===== config.mk =====
export PLATFORM = sky130hd
export DESIGN_NAME = rf_port_arbiter_flat
export DESIGN_NICKNAME = d
export VERILOG_FILES = /design/src/rtl/rf_port_arbiter_pkg.sv /design/src/rtl/rf_port_arbiter_if.sv /design/src/rtl/rf_port_arbiter_rr_picker.sv /design/src/rtl/rf_port_arbiter.sv /design/src/flat_wrapper.sv
export SDC_FILE = /design/constraint.sdc
export NUM_CORES = 1
export LEC_CHECK = 0
export BUFFER_PORTS_ARGS = -buffer_cell sky130_fd_sc_hd__buf_2
export CORE_ASPECT_RATIO = 0.7
export CORE_UTILIZATION = 34
export DETAILED_ROUTE_END_ITERATION = 16
export HOLD_SLACK_MARGIN = 0.1
export PLACE_DENSITY = 0.75
export REMOVE_ABC_BUFFERS = 1
export SYNTH_ARGS = -nofsm -noshare
export SYNTH_HDL_FRONTEND = slang
export SYNTH_SLANG_ARGS = --single-unit

===== constraint.sdc =====
create_clock -name clk -period 3.1 [get_ports clk]
set_input_delay 0.31 -clock clk [delete_from_list [all_inputs] [get_ports clk]]
set_output_delay 0.31 -clock clk [all_outputs]
set_load 0.02 [all_outputs]

===== src/rtl/rf_port_arbiter_pkg.sv =====
// rf_arb_pkg: shared state type, default widths and the round-robin pick helper
// used by the register-file port arbiter.
package rf_arb_pkg;
  typedef enum logic {ARB_IDLE_ARB, ARB_LOCKED} rf_arb_state_e;
  localparam int RF_ADDR_W = 6;
  localparam int RF_DATA_W = 32;
  localparam int RF_MAX_REQ = 8;
  // Scans from ptr upward, wrapping at n; the last match assigned is the closest to ptr.
  function automatic logic [RF_MAX_REQ-1:0] rr_pick(input logic [RF_MAX_REQ-1:0] valid,
                                                    input logic [2:0] ptr, input int n);
    logic [2:0] idx;
    rr_pick = '0;
    for (int k = n - 1; k >= 0; k--) begin
      idx = 3'((int'(ptr) + k) % n);
      if (valid[idx]) rr_pick = RF_MAX_REQ'(1) << idx;
    end
  endfunction
endpackage


===== src/rtl/rf_port_arbiter_if.sv =====
// rf_port_arbiter_if: requester-side handshake plus register-file port signals.
interface rf_port_arbiter_if import rf_arb_pkg::*; #(
  parameter int NUM_REQ = 3,
  parameter int ADDR_W = RF_ADDR_W,
  parameter int DATA_W = RF_DATA_W
);
  logic [NUM_REQ-1:0] req_valid;
  logic [NUM_REQ-1:0] req_we;
  logic [NUM_REQ-1:0] req_lock;
  logic [NUM_REQ*ADDR_W-1:0] req_addr;
  logic [NUM_REQ*DATA_W-1:0] req_wdata;
  logic [NUM_REQ-1:0] req_ready;
  logic [NUM_REQ-1:0] rsp_valid;
  logic [DATA_W-1:0] rsp_data;
  logic [ADDR_W-1:0] rf_rd_reg_num;
  logic [DATA_W-1:0] rf_read_data;
  logic [ADDR_W-1:0] rf_wr_reg_num;
  logic rf_write_en;
  logic [DATA_W-1:0] rf_write_data;
  modport slave (
    input req_valid, req_we, req_lock, req_addr, req_wdata, rf_read_data,
    output req_ready, rsp_valid, rsp_data, rf_rd_reg_num, rf_wr_reg_num, rf_write_en, rf_write_data
  );
  modport master (
    output req_valid, req_we, req_lock, req_addr, req_wdata, rf_read_data,
    input req_ready, rsp_valid, rsp_data, rf_rd_reg_num, rf_wr_reg_num, rf_write_en, rf_write_data
  );
endinterface


===== src/rtl/rf_port_arbiter_rr_picker.sv =====
// rf_rr_picker: combinational one-hot round-robin selector starting at ptr_i.
module rf_rr_picker import rf_arb_pkg::*; #(
  parameter int NUM_REQ = 3,
  localparam int PW = $clog2(NUM_REQ)
) (
  input  logic [NUM_REQ-1:0] valid_i,
  input  logic [PW-1:0]      ptr_i,
  output logic [NUM_REQ-1:0] grant_o
);
  assign grant_o = NUM_REQ'(rr_pick(RF_MAX_REQ'(valid_i), 3'(ptr_i), NUM_REQ));
endmodule


===== src/rtl/rf_port_arbiter.sv =====
// rf_port_arbiter: round-robin sharing of the register file read/write ports with lock.
// Define RF_ARB_WR_PRIO_EN to let any valid write beat all reads while arbitrating.
module rf_port_arbiter import rf_arb_pkg::*; #(
  parameter int NUM_REQ = 3,
  parameter int ADDR_W = RF_ADDR_W,
  parameter int DATA_W = RF_DATA_W
) (
  input logic clk,
  input logic rst,
  rf_port_arbiter_if.slave bus
);
  localparam int PW = $clog2(NUM_REQ);
  rf_arb_state_e state_q, state_d;
  logic [PW-1:0] ptr_q, ptr_d, owner_q, owner_d, gnt_idx;
  logic [NUM_REQ-1:0] pick_valid, pick_grant, ready, rd_gnt, rsp_valid_q;
  logic [DATA_W-1:0] rsp_data_q, rsp_data_d, sel_wdata;
  logic [ADDR_W-1:0] sel_addr;
  logic gnt, gnt_we, gnt_lock;
`ifdef RF_ARB_WR_PRIO_EN
  logic [NUM_REQ-1:0] wr_valid;
  assign wr_valid = bus.req_valid & bus.req_we;
  assign pick_valid = |wr_valid ? wr_valid : bus.req_valid;
`else
  assign pick_valid = bus.req_valid;
`endif
  rf_rr_picker #(.NUM_REQ(NUM_REQ)) u_picker (
    .valid_i(pick_valid),
    .ptr_i(ptr_q),
    .grant_o(pick_grant)
  );
  always_comb begin
    ready = rst ? '0 : state_q == ARB_LOCKED ? bus.req_valid & (NUM_REQ'(1) << owner_q) : pick_grant;
    gnt_idx = '0;
    sel_addr = '0;
    sel_wdata = '0;
    for (int i = 0; i < NUM_REQ; i++)
      if (ready[i]) begin
        gnt_idx = PW'(i);
        sel_addr = bus.req_addr[i*ADDR_W +: ADDR_W];
        sel_wdata = bus.req_wdata[i*DATA_W +: DATA_W];
      end
    gnt = |ready;
    gnt_we = |(ready & bus.req_we);
    gnt_lock = |(ready & bus.req_lock);
    rd_gnt = ready & ~bus.req_we;
    ptr_d = gnt ? (gnt_idx == PW'(NUM_REQ - 1) ? '0 : gnt_idx + 1'b1) : ptr_q;
    state_d = gnt ? (gnt_lock ? ARB_LOCKED : ARB_IDLE_ARB) : state_q;
    owner_d = gnt ? gnt_idx : owner_q;
    rsp_data_d = |rd_gnt ? bus.rf_read_data : rsp_data_q;
  end
  always_ff @(posedge clk or posedge rst) begin
    if (rst) begin
      state_q <= ARB_IDLE_ARB;
      ptr_q <= '0;
      owner_q <= '0;
      rsp_valid_q <= '0;
      rsp_data_q <= '0;
    end else begin
      state_q <= state_d;
      ptr_q <= ptr_d;
      owner_q <= owner_d;
      rsp_valid_q <= rd_gnt;
      rsp_data_q <= rsp_data_d;
    end
  end
  assign bus.req_ready = ready;
  assign bus.rf_write_en = gnt_we;
  assign bus.rf_wr_reg_num = gnt_we ? sel_addr : '0;
  assign bus.rf_write_data = gnt_we ? sel_wdata : '0;
  assign bus.rf_rd_reg_num = |rd_gnt ? sel_addr : '0;
  assign bus.rsp_valid = rsp_valid_q;
  assign bus.rsp_data = rsp_data_q;
endmodule


===== src/flat_wrapper.sv =====
// flat-port wrapper written by rule: the top's interface ports become plain ports
module rf_port_arbiter_flat import rf_arb_pkg::*;
#(
  parameter int NUM_REQ = 3,
  parameter int ADDR_W = RF_ADDR_W,
  parameter int DATA_W = RF_DATA_W
)
  (clk, rst, bus_req_valid, bus_req_we, bus_req_lock, bus_req_addr, bus_req_wdata, bus_rf_read_data, bus_req_ready, bus_rsp_valid, bus_rsp_data, bus_rf_rd_reg_num, bus_rf_wr_reg_num, bus_rf_write_en, bus_rf_write_data);
  rf_port_arbiter_if #(.NUM_REQ(NUM_REQ), .ADDR_W(ADDR_W), .DATA_W(DATA_W)) bus_i ();
  input logic clk;
  input logic rst;
  input wire logic [$bits(bus_i.req_valid)-1:0] bus_req_valid;
  input wire logic [$bits(bus_i.req_we)-1:0] bus_req_we;
  input wire logic [$bits(bus_i.req_lock)-1:0] bus_req_lock;
  input wire logic [$bits(bus_i.req_addr)-1:0] bus_req_addr;
  input wire logic [$bits(bus_i.req_wdata)-1:0] bus_req_wdata;
  input wire logic [$bits(bus_i.rf_read_data)-1:0] bus_rf_read_data;
  output wire logic [$bits(bus_i.req_ready)-1:0] bus_req_ready;
  output wire logic [$bits(bus_i.rsp_valid)-1:0] bus_rsp_valid;
  output wire logic [$bits(bus_i.rsp_data)-1:0] bus_rsp_data;
  output wire logic [$bits(bus_i.rf_rd_reg_num)-1:0] bus_rf_rd_reg_num;
  output wire logic [$bits(bus_i.rf_wr_reg_num)-1:0] bus_rf_wr_reg_num;
  output wire logic [$bits(bus_i.rf_write_en)-1:0] bus_rf_write_en;
  output wire logic [$bits(bus_i.rf_write_data)-1:0] bus_rf_write_data;
  assign bus_i.req_valid = bus_req_valid;
  assign bus_i.req_we = bus_req_we;
  assign bus_i.req_lock = bus_req_lock;
  assign bus_i.req_addr = bus_req_addr;
  assign bus_i.req_wdata = bus_req_wdata;
  assign bus_i.rf_read_data = bus_rf_read_data;
  assign bus_req_ready = bus_i.req_ready;
  assign bus_rsp_valid = bus_i.rsp_valid;
  assign bus_rsp_data = bus_i.rsp_data;
  assign bus_rf_rd_reg_num = bus_i.rf_rd_reg_num;
  assign bus_rf_wr_reg_num = bus_i.rf_wr_reg_num;
  assign bus_rf_write_en = bus_i.rf_write_en;
  assign bus_rf_write_data = bus_i.rf_write_data;
  rf_port_arbiter #(.NUM_REQ(NUM_REQ), .ADDR_W(ADDR_W), .DATA_W(DATA_W)) u_core (.clk(clk), .rst(rst), .bus(bus_i));
endmodule

=== Yosys cells after proc, flatten, opt, wreduce, memory -nomap -nowiden ===
Cells that the tools add are included.

* Bits in registers: 40
* Input port bits: 157
* Output and inout bits: 83
* Word-level logic and storage cells: 52

* Add/subtract/negate cells: 3
* Divide/modulo/power cells: 3
* Order comparisons: 3
* Eq/ne operators: 1
* Shift operators: 4
* Muxes and demuxes: 24
* Bitwise logic cells: 5
* Reduce and logical (&&, ||, !) cells: 4

{| class="wikitable"
|+ Operators by type and width
! kind !! number
|-
| $mux W32 || 4
|-
| $mod A32 B3 Y32 const B || 2
|-
| $mod A3 B3 Y32 const B || 1
|-
| $mux W6 || 5
|-
| $mux W3 || 5
|-
| $and A3 B3 Y3 || 4
|-
| $lt A3 B4 Y1 const B || 3
|-
| $reduce_or A3 Y1 || 4
|-
| $bmux W1 S3 || 3
|-
| $shl A1 B3 Y3 const A || 3
|-
| $mux W1 || 5
|-
| $mux W2 || 2
|-
| $add A2 B1 Y3 const B || 1
|-
| $add A2 B2 Y3 const B || 1
|-
| $not A3 Y3 || 1
|-
| $shl A1 B2 Y3 const A || 1
|-
| $add A2 B1 Y2 const B || 1
|-
| $eq A2 B2 Y1 const B || 1
|}

=== Logic depth before layout (Yosys ltp) ===
Gate-level depths: netlist of the first run.

* Word-level depth: 13
* Mapped depth: 12
* Mapped depth without buffers: 10

=== Cells and area by module ===
From an unflattened synthesis of the first run, not the netlist that was laid out.

* Cell total of the unflattened synthesis: 286
* Area total of the unflattened synthesis: 2726.4 um^2

{| class="wikitable"
|+ Modules (own cells, without submodules)
! module !! instances !! cells each !! area each (um^2) !! sequential area each (um^2)
|-
| rf_port_arbiter || 1 || 253 || 2428.6 || 975.9
|-
| rf_rr_picker || 1 || 33 || 297.8 || 0.0
|}

=== Worst setup path after synthesis of the first run ===
No wires, ideal clock.

* Kind: reg2out
* Start point: register u_core.owner_q[0]
* End point: output port bus_rf_write_data[28]
* Arrival: 3.104 ns
* Data required time: 2.790 ns
* Path slack: -0.314 ns
* Cell stages (with the launch flop): 12
* Buffers on the path: 3
* Cell sequence: dfrtp_1 -> inv_1 -> ha_1 -> or4b_2 -> o2111a_1 -> o31ai_1 -> and2_1 -> buf_2 -> a222oi_1 -> buf_2 -> buf_4 -> nor3_1

* Cells in the longest elaborated chain, start to end: 8
* Elaborated cells on any way between the ends: 10
* Those cells by class: shift (1); mux (6); bitwise (2); reduce/logical (1)

{| class="wikitable"
|+ Ends and longest elaborated chain
! what !! RTL line !! RTL
|-
| start, declared || rf_port_arbiter.sv:14 || <nowiki>logic [PW-1:0] ptr_q, ptr_d, owner_q, owner_d, gnt_idx;</nowiki>
|-
| start signal, assigned || rf_port_arbiter.sv:61 || <nowiki>owner_q <= owner_d;</nowiki>
|-
| $shl A1 B2 Y3 (*) || rf_port_arbiter.sv:32 || <nowiki>ready = rst ? '0 : state_q == ARB_LOCKED ? bus.req_valid & (NUM_REQ'(1) << owner_q) : pick_grant;</nowiki>
|-
| $and A3 B3 Y3 (*) || rf_port_arbiter.sv:32 ||
|-
| $mux W3 (*) (2 in a row) || rf_port_arbiter.sv:32 ||
|-
| $mux W32 (3 in a row) || rf_port_arbiter.sv:37 || <nowiki>if (ready[i]) begin</nowiki>
|-
| $mux W32 (*) || rf_port_arbiter.sv:69 || <nowiki>assign bus.rf_write_data = gnt_we ? sel_wdata : '0;</nowiki>
|-
| end, declared || flat_wrapper.sv:24 || <nowiki>output wire logic [$bits(bus_i.rf_write_data)-1:0] bus_rf_write_data;</nowiki>
|}

Mark *: on every way between the ends. The rest lies on a longest branch, timed or not.

=== Worst setup path after layout of the first run ===
* Start point: register u_core.ptr_q[0]
* End point: output port bus_rf_wr_reg_num[4]

* Cells in the longest elaborated chain, start to end: 13
* Elaborated cells on any way between the ends: 25
* Those cells by class: add/sub (2); div (3); shift (3); mux (15); bitwise (1); reduce/logical (1)

{| class="wikitable"
|+ Ends and longest elaborated chain
! what !! RTL line !! RTL
|-
| start, declared || rf_port_arbiter.sv:14 ||
|-
| start signal, assigned || rf_port_arbiter.sv:60 || <nowiki>ptr_q <= ptr_d;</nowiki>
|-
| $add A2 B2 Y3 || rf_port_arbiter_pkg.sv:14 || <nowiki>idx = 3'((int'(ptr) + k) % n);</nowiki>
|-
| $mod A32 B3 Y32 || rf_port_arbiter_pkg.sv:14 ||
|-
| $bmux W1 S3 || rf_port_arbiter_pkg.sv:15 || <nowiki>if (valid[idx]) rr_pick = RF_MAX_REQ'(1) << idx;</nowiki>
|-
| $mux W1 (implied by the code) || rf_port_arbiter_pkg.sv:15 ||
|-
| $mux W3 (2 in a row) || rf_port_arbiter_pkg.sv:15 ||
|-
| $mux W3 (*) || rf_port_arbiter_pkg.sv:15 ||
|-
| $mux W3 (*) (2 in a row) || rf_port_arbiter.sv:32 ||
|-
| $mux W6 (3 in a row) || rf_port_arbiter.sv:37 ||
|-
| $mux W6 (*) || rf_port_arbiter.sv:68 || <nowiki>assign bus.rf_wr_reg_num = gnt_we ? sel_addr : '0;</nowiki>
|-
| end, declared || flat_wrapper.sv:22 || <nowiki>output wire logic [$bits(bus_i.rf_wr_reg_num)-1:0] bus_rf_wr_reg_num;</nowiki>
|}

Mark *: on every way between the ends. The rest lies on a longest branch, timed or not. The select of a mux whose other input is x is not followed.

==> run metrics, run 1 <==
status finished, violations left; violated checks setup timing; synthesized instance count 290; final setup margin -444 ps; post-synthesis instance area around 2700 um2; Die Footprint about 8200 um2; critical path class reg2out; starting density of the core between 30 and 40%; Clock Sinks 39; category of the worst setup path capture point output pin; reported net switching power between 3 and 4 mW; distinct cell type count after synthesis 40; Compound-Gate Fraction of Synth Area 20.0%; worst-case clock buffer depth 2; initial antenna violation count 0; average cell area after synthesis approximately 9.2 um2; clock buffers created by TritonCTS 5; worst reg2reg path startpoint u_core.ptr_q[0]$_DFFE_PP0P_; minimum setup slack after placement -124 ps; final critical-path share of the clock period 114%; largest fanout on the critical path 8; final routed DRC violation total 0; Final Slew Violations 0; multiplexer share of the synthesized area 14.7%; Post-Route Hold Slack about 190 ps; RSZ-0062 raised after global routing yes; total count of hold-check failures in the final report 0; Final HPWL DP roughly 8.2 mm; I/O Pins 240; worst clock skew between 10 and 15 ps; number of synthesized register bits 39; number of H-tree levels 2; synth top area cells sky130_fd_sc_hd__dfrtp_1, sky130_fd_sc_hd__mux2_2, sky130_fd_sc_hd__a221oi_1; combinational share of power about 80%; Setup TNS -24000 ps; Row Count 26; Static Leak between 2 and 3 nW; wirelength, routed 15.9 mm; share of async-settable or async-resettable flops after synthesis 100%; biggest area consumer among synthesized cells sky130_fd_sc_hd__dfrtp_1; cell with the most instances after synthesis sky130_fd_sc_hd__dfrtp_1; root buffer cell sky130_fd_sc_hd__clkbuf_8; Total Power Consumption approximately 6.7 mW; signal arrival time at the worst endpoint 3230 ps; most used flip-flop cell after synthesis sky130_fd_sc_hd__dfrtp_1; proportion of synthesized chip area in sequential cells about 37%; Slew @ Worst Pin roughly 490 ps; Sw Ratio ~45%; WL per Instance approximately 23 um; per-cell via count in the routed design ~6; Worst-path clk slew around 80 ps; Std-Cell Core Area approximately 7400 um2; clock tree from TritonCTS built; number of enable-type register cells in the synthesized netlist 0; last weighted congestion value of the routability-driven placer ~0.91; Internal Dissipation around 3.7 mW; initial drt markers 272; Synth top cells by count sky130_fd_sc_hd__dfrtp_1, sky130_fd_sc_hd__nor2_1, sky130_fd_sc_hd__mux2_2, sky130_fd_sc_hd__nor3_1, sky130_fd_sc_hd__a221oi_1; number of max-cap violations 0; HP Class in2async; GRT Overall Usage between 30 and 40%; via count of the first global-routing pass about 4.0k; adder-cell area share of the yosys netlist 3.75%; pwr dens approximately 1100 nW/um2; area share of the largest cell type after synthesis approximately 37%; largest family of logic cells by synthesized area compound AO/OA/AOI/OAI gates; minimum clock period after layout between 3000 and 4000 ps; number of synthesis warnings 0; Inserted Diodes 0; share of synthesized cell area in and, or, nand and nor gates 19.0%; clock latency on the worst-skew pair around 300 ps; remaining max-slew budget at the tightest pin roughly two thirds; number of buffers added on ports about 240; fmax roughly 280 MHz; Die Span Y 76.2 um; VDD IR-drop max between 0.0006 and 0.0007 V; largest net degree at the start of global routing 40; post-synthesis to final-layout area growth 124%; DR pass1 iterations 5; clock power share approximately 6.3%; fill cell count around 420; share of post-route cells with drive strength above 1 between 70% and 80%; Worst setup startpoint u_core.ptr_q[0]$_DFFE_PP0P_; fin nets 752; total via count after detailed routing a little over 4k; XOR/XNOR Fraction of Synth Area 0%; remaining global-route overflow 0; wire length of the first global-routing pass 20.3 mm; remaining antenna violation count after routing 0; WP data required between 2000 and 3000 ps; count of endpoints failing setup in the final report 76; sequential power share roughly 14%; Die X approximately 110 um; kind of start point of the critical path flop
==> layout by cell type (no fill, tap or decap), drive strengths merged, types with 3 or more instances in the layout <==
cell and instances:
a211oi 3, a221oi 32, a31oi 14, buf 308, clkbuf 14, dfrtp 39
ha 8, inv 9, mux2 33, nand2 9, nand3 12, nand4 3
nor2 36, nor2b 3, nor3 33
==> path summary, 6_finish.rpt <==
kind	endpoint	slack [ps]	depth (start not counted)
max reg2reg	u_core.bus.rsp_data[6]$_DFFE_PP0P_	-260	13
max	bus_rf_wr_reg_num[4]	-440	13
min	u_core.state_q$_DFFE_PP0P_	190	3
min reg2reg	u_core.bus.rsp_data[27]$_DFFE_PP0P_	500	1
min in group clk	u_core.bus.rsp_valid[0]$_DFF_PP0_	210	2
max in group asynchronous	u_core.owner_q[0]$_DFFE_PP0P_	2530	3
==> registers in the layout (all words and copies together) (netlist names) <==
| register | cells |
|---|---|
| u_core.bus.rsp_data | 32 |
| u_core.owner_q | 2 |
| u_core.ptr_q | 1 |
| u_core.state_q | 1 |
| u_core.bus.rsp_valid | 3 |
==> final cells by class <==
type                       instances  area [um2]  area share, %
sequential                        39         978           16.3
timing repair buffer             317        2390           39.9
clock inverter                     2        37.5          0.627
multi-input combinational        215        2350           39.3
clock buffer                       5        68.8           1.15
inverter                           9        41.3          0.689
tap                               98         123           2.05
==> critical path: stages, from the launching register on <==
cell and delay, ps:
sky130_fd_sc_hd__dfrtp_2 460, sky130_fd_sc_hd__inv_4 80, sky130_fd_sc_hd__ha_4 180, sky130_fd_sc_hd__ha_4 160
sky130_fd_sc_hd__or3b_1 340, sky130_fd_sc_hd__a221o_1 380, sky130_fd_sc_hd__a31oi_4 240, sky130_fd_sc_hd__inv_2 70
sky130_fd_sc_hd__a222oi_1 260, sky130_fd_sc_hd__buf_4 220, sky130_fd_sc_hd__buf_6 140, sky130_fd_sc_hd__buf_16 150
sky130_fd_sc_hd__a31oi_1 60, sky130_fd_sc_hd__buf_4 170
==> repair_timing <==
item / in CTS / in global routing
resized for setup: 144 / 83
buffers inserted: 22 / 12
hold buffers: 0 / 0
hold endpoints to repair: 0 / 0
setup endpoints to repair: 49 / 71
cloned: 7 / 10
pin swaps: 29 / 27
==> cell families (layout without fill, tap and decap cells) <==
| group | after synthesis | count (layout) |
|---|---|---|
| adders and majority gates | 8 | 8 |
| buffers and inverters | 36 | 333 |
| muxes | 35 | 35 |
| and+or+nand+nor | 106 | 106 |
| DFF | 39 | 39 |
| AOI/OAI and AO/OA | 66 | 66 |
==> metrics by stage <==
| step | instance area, um2 | util, % | instances |
|---|---|---|---|
| 2_1_floorplan | 2540 | - | 263 |
| 3_3_place_gp | 4220 | 56.7 | 633 |
| 3_5_place_dp | 4220 | 56.7 | 633 |
| 4_1_cts | 5330 | 71.5 | 668 |
| 5_1_grt | 5990 | 80.4 | 685 |
| 6_report | 5990 | 80.4 | 685 |
==> per-layer routing <==
metal	vias up	global-route usage, %	wire length (um)
li1	1719	-	-
met1	1953	38.2	5890
met2	318	53.2	7550
met3	93	10.9	1630
met4	0	11.8	856
met5	-	0	0
==> power by group through the flow <==
stage	logic (mW)	registers, mW	clock network [mW]
finish	5.33	0.921	0.420
global route	5.54	0.950	0.451
CTS	4.37	0.912	0.429
detailed placement	3.07	0.896	0
global placement	2.99	0.880	0
floorplan	1.56	1.18	0
Power figures use the tool's default switching activity.
==> run 2, diff against run 1 <==
Settings changed: ABC_AREA set to 1, CAP_MARGIN set to 20, CORE_UTILIZATION 34 to 38, CTS_CLUSTER_DIAMETER set to 40, PLACE_DENSITY 0.75 to 0.76.
==> run metrics, run 2 <==
status finished clean; worst clock skew 5.05 ps (-8.20 ps); Synth top cells by count sky130_fd_sc_hd__nand2_1, sky130_fd_sc_hd__nor2_1, sky130_fd_sc_hd__nand3_1; largest net degree at the start of global routing 40 (unchanged); I/O Pins 240 (unchanged); final critical-path share of the clock period 99.3% (-15 points); minimum clock period after layout 3080 ps (-464 ps); biggest area consumer among synthesized cells sky130_fd_sc_hd__dfrtp_1; root buffer cell sky130_fd_sc_hd__clkbuf_16; Hold Path Stages 3; number of H-tree levels 2 (unchanged); GRT Overall Usage 25.5% (-6.6 points); average cell area after synthesis 5.94 um2 (-36%); Clock Sinks 39 (unchanged); met1 routing resource usage after global routing 34.4% (-3.8 points); fmax 325 MHz (+15%); library cell contributing the largest single delay on the critical path sky130_fd_sc_hd__dfrtp_2; remaining max-slew budget at the tightest pin 66.9% (-0.33 points); Total Power Consumption 5.57 mW (-17%); last weighted congestion value of the routability-driven placer 0.907 (+0.19%); number of buffer and inverter instances along the worst setup path 5 (-1); critical path class reg2out; total cell area at the placement stage 4660 um2 (+10%); wirelength, routed 13.4 mm (-16%); count of non-filler cells in the finished layout 920 (+34%); final routed DRC violation total 0 (unchanged); area share of the largest cell type after synthesis 29.1% (-7.4 points); R2R Setup Slk 380 ps (+640 ps); cells along the critical path buf_4 -> ha_1 -> ha_2 -> inv_1 -> nand4_1 -> nand2_1 -> inv_1 -> nand2_2 -> nand2_2 -> a21oi_4 -> nand2_1 -> nand2_2 -> nor2_4 -> buf_12 -> nor2_2 -> buf_6; largest fanout on the critical path 20 (+12); final setup margin 20.5 ps (+464 ps); fill cell count 775 (+83%); Worst-path clk slew 60 ps (-20 ps); remaining antenna violation count after routing 0 (unchanged); post-synthesis instance area 3360 um2 (+26%); number of enable-type register cells in the synthesized netlist 0 (unchanged); number of synthesized register bits 39 (unchanged); VDD IR-drop max 0.000500 V (-27%); worst reg2reg path startpoint u_core.owner_q[0]$_DFFE_PP0P_; signal arrival time at the worst endpoint 2770 ps (-460 ps); Final HPWL DP 9.41 mm (+14%); category of the worst setup path capture point output pin; top library cells by usage in the layout, fill and taps aside sky130_fd_sc_hd__buf_2, sky130_fd_sc_hd__nand2_1, sky130_fd_sc_hd__nor2_1; timing endpoint of the critical path bus_rf_wr_reg_num[1]; Die Span Y 80.6 um (+5.8%); wire length of the first global-routing pass 18.9 mm (-7.1%); critical register-to-register path endpoint u_core.bus.rsp_data[26]$_DFFE_PP0P_; Die Footprint 9220 um2 (+12%); Worst R2R Path Depth 16 (+3); proportion of synthesized chip area in sequential cells 29.1% (-7.4 points); Worst setup startpoint u_core.owner_q[0]$_DFFE_PP0P_; Largest register FFs 32 (unchanged); Std-Cell Core Area 8510 um2 (+14%); cell with the most instances after synthesis sky130_fd_sc_hd__nand2_1; minimum setup slack after placement 284 ps (+407 ps); WL per Instance 14.6 um (-37%); kind of start point of the critical path flop; cell count along the critical path 16 (+3); number of buffers added on ports 239 (unchanged); share of async-settable or async-resettable flops after synthesis 100% (unchanged); GRT Max-Usage Layer met2; GR Util met3 3.92% (-7.0 points); post-synthesis to final-layout area growth 56.9%; number of synthesis warnings 0 (unchanged); WP data required 2790 ps (about the same); total non-filler cell area in the finished layout 5260 um2 (-12%); Core Util, Final 61.8% (-19 points); total count of hold-check failures in the final report 0 (unchanged); fin nets 964 (+28%); per-cell via count in the routed design 5.22 (-12%); Row Count 28 (+7.7%); Inserted Diodes 0 (unchanged); clock buffers created by TritonCTS 5 (unchanged); initial antenna violation count 0 (unchanged); RSZ-0062 raised after global routing yes; starting density of the core 39.4% (+3.5 points); met2 GRT Util 42.4% (-11 points); most frequent CP cell sky130_fd_sc_hd__nand2_2; Final Slew Violations 0 (unchanged); Slew @ Worst Pin 496 ps (+4.90 ps); Static Leak 3.03 nW (+9.9%); largest stage delay on the critical path 430 ps (-30 ps); synthesized instance count 565 (+95%); top cell family by delay on the critical path simple AND/OR/NAND/NOR gates; clock tree from TritonCTS built; Die X 114 um (+5.9%); number of buffers inserted for hold repair after clock tree synthesis 0 (unchanged); initial drt markers 485 (+78%); Setup TNS 0 ps (+24000 ps); remaining global-route overflow 0 (unchanged); HP Class in2reg; pwr dens 1060 nW/um2 (-5.1%); share of post-route cells with drive strength above 1 40.5% (-36 points); total via count after detailed routing 4800 (+18%); clock latency on the worst-skew pair 280 ps (-20 ps); most used flip-flop cell after synthesis sky130_fd_sc_hd__dfrtp_1; count of endpoints failing setup in the final report 0 (-100%); most common cell after layout, fill and taps aside sky130_fd_sc_hd__buf_2; worst-case clock buffer depth 2 (unchanged); Placed Cells incl. Taps 900 (+42%); via count of the first global-routing pass 3978 (-0.23%); DR pass1 iterations 5 (unchanged); number of max-cap violations 0 (unchanged); synth top area cells sky130_fd_sc_hd__dfrtp_1, sky130_fd_sc_hd__nand2_1, sky130_fd_sc_hd__nor2_1; distinct cell type count after synthesis 24 (-40%); Post-Route Hold Slack 227 ps (+38.2 ps)
-- run 2: changes by cell type after synthesis, sizes merged, moves of 6 or more --
cell,before,now
nand2,9,187
nor2,36,126
nand3,12,86
mux2,33,0
nor3,33,0
a221oi,32,0
nand4,3,35
buf,13,39
inv,9,28
a31oi,14,1
clkbuf,14,3
a21oi,1,7
-- run 2: worst register-to-register path, stage by stage (launching register included) --
cell and delay [ps]:
sky130_fd_sc_hd__dfrtp_2 430, sky130_fd_sc_hd__buf_4 160, sky130_fd_sc_hd__ha_1 200, sky130_fd_sc_hd__ha_2 200, sky130_fd_sc_hd__inv_1 50, sky130_fd_sc_hd__nand4_1 70
sky130_fd_sc_hd__nand2_1 90, sky130_fd_sc_hd__inv_1 50, sky130_fd_sc_hd__nand2_2 80, sky130_fd_sc_hd__nand2_2 80, sky130_fd_sc_hd__a21oi_4 320, sky130_fd_sc_hd__nand2_2 90
sky130_fd_sc_hd__buf_4 250, sky130_fd_sc_hd__nand3_2 110, sky130_fd_sc_hd__buf_4 300, sky130_fd_sc_hd__nand2_1 120, sky130_fd_sc_hd__nand2_1 70
-- run 2: what timing repair did --
action	CTS	global route
cloned	0	5
setup buffers	1	6
gates resized for setup	2	85
pin swaps	0	10
endpoints found under the setup margin	4	45
-- run 2: area by class of cell --
cell class,instances,area [um2],area share (%)
Clock buffer,6,129,2.45
Clock inverter,2,60.1,1.14
Inverter,28,105,2.00
Multi-Input combinational cell,456,2190,41.5
Sequential cell,39,977,18.6
Tap cell,120,150,2.85
Timing Repair Buffer,269,1660,31.5
-- run 2: per-layer routing --
metal / vias up / share of wire, %
met5: - / 0
met4: 0 / 2.2
met3: 36 / 8.2
met2: 264 / 48
met1: 2222 / 41
li1: 2278 / -
-- run 2: cells by family (layout without fill, tap and decap cells) --
logic type,Yosys count,in the layout,share of synthesized area (%)
and+or+nand+nor,436,436,55.4
AOI/OAI and AO/OA,12,12,2.27
DFF,39,39,29.1
buffers and inverters,70,305,10.2
adders and majority gates,8,8,2.98
-- run 2: how the worst min path moves through the flow --
stage                         start                                   to  slack (ps)
6_report        bus_rf_read_data[1]   u_core.bus.rsp_data[1]$_DFFE_PP0P_         230
5_1_grt        bus_rf_read_data[19]  u_core.bus.rsp_data[19]$_DFFE_PP0P_         230
4_1_cts        bus_rf_read_data[15]  u_core.bus.rsp_data[15]$_DFFE_PP0P_         220
3_5_place_dp   bus_rf_read_data[29]  u_core.bus.rsp_data[29]$_DFFE_PP0P_         510
3_3_place_gp   bus_rf_read_data[15]  u_core.bus.rsp_data[15]$_DFFE_PP0P_         500
2_1_floorplan         bus_req_we[0]    u_core.bus.rsp_valid[0]$_DFF_PP0_         390
-- run 2: power breakdown --
group          switching (mW)  total, mW  leakage (nW)  internal [mW]
combinational            2.53       4.02          2.45           1.48
sequential              0.149      0.901         0.489          0.752
clock                   0.189      0.650        0.0911          0.461
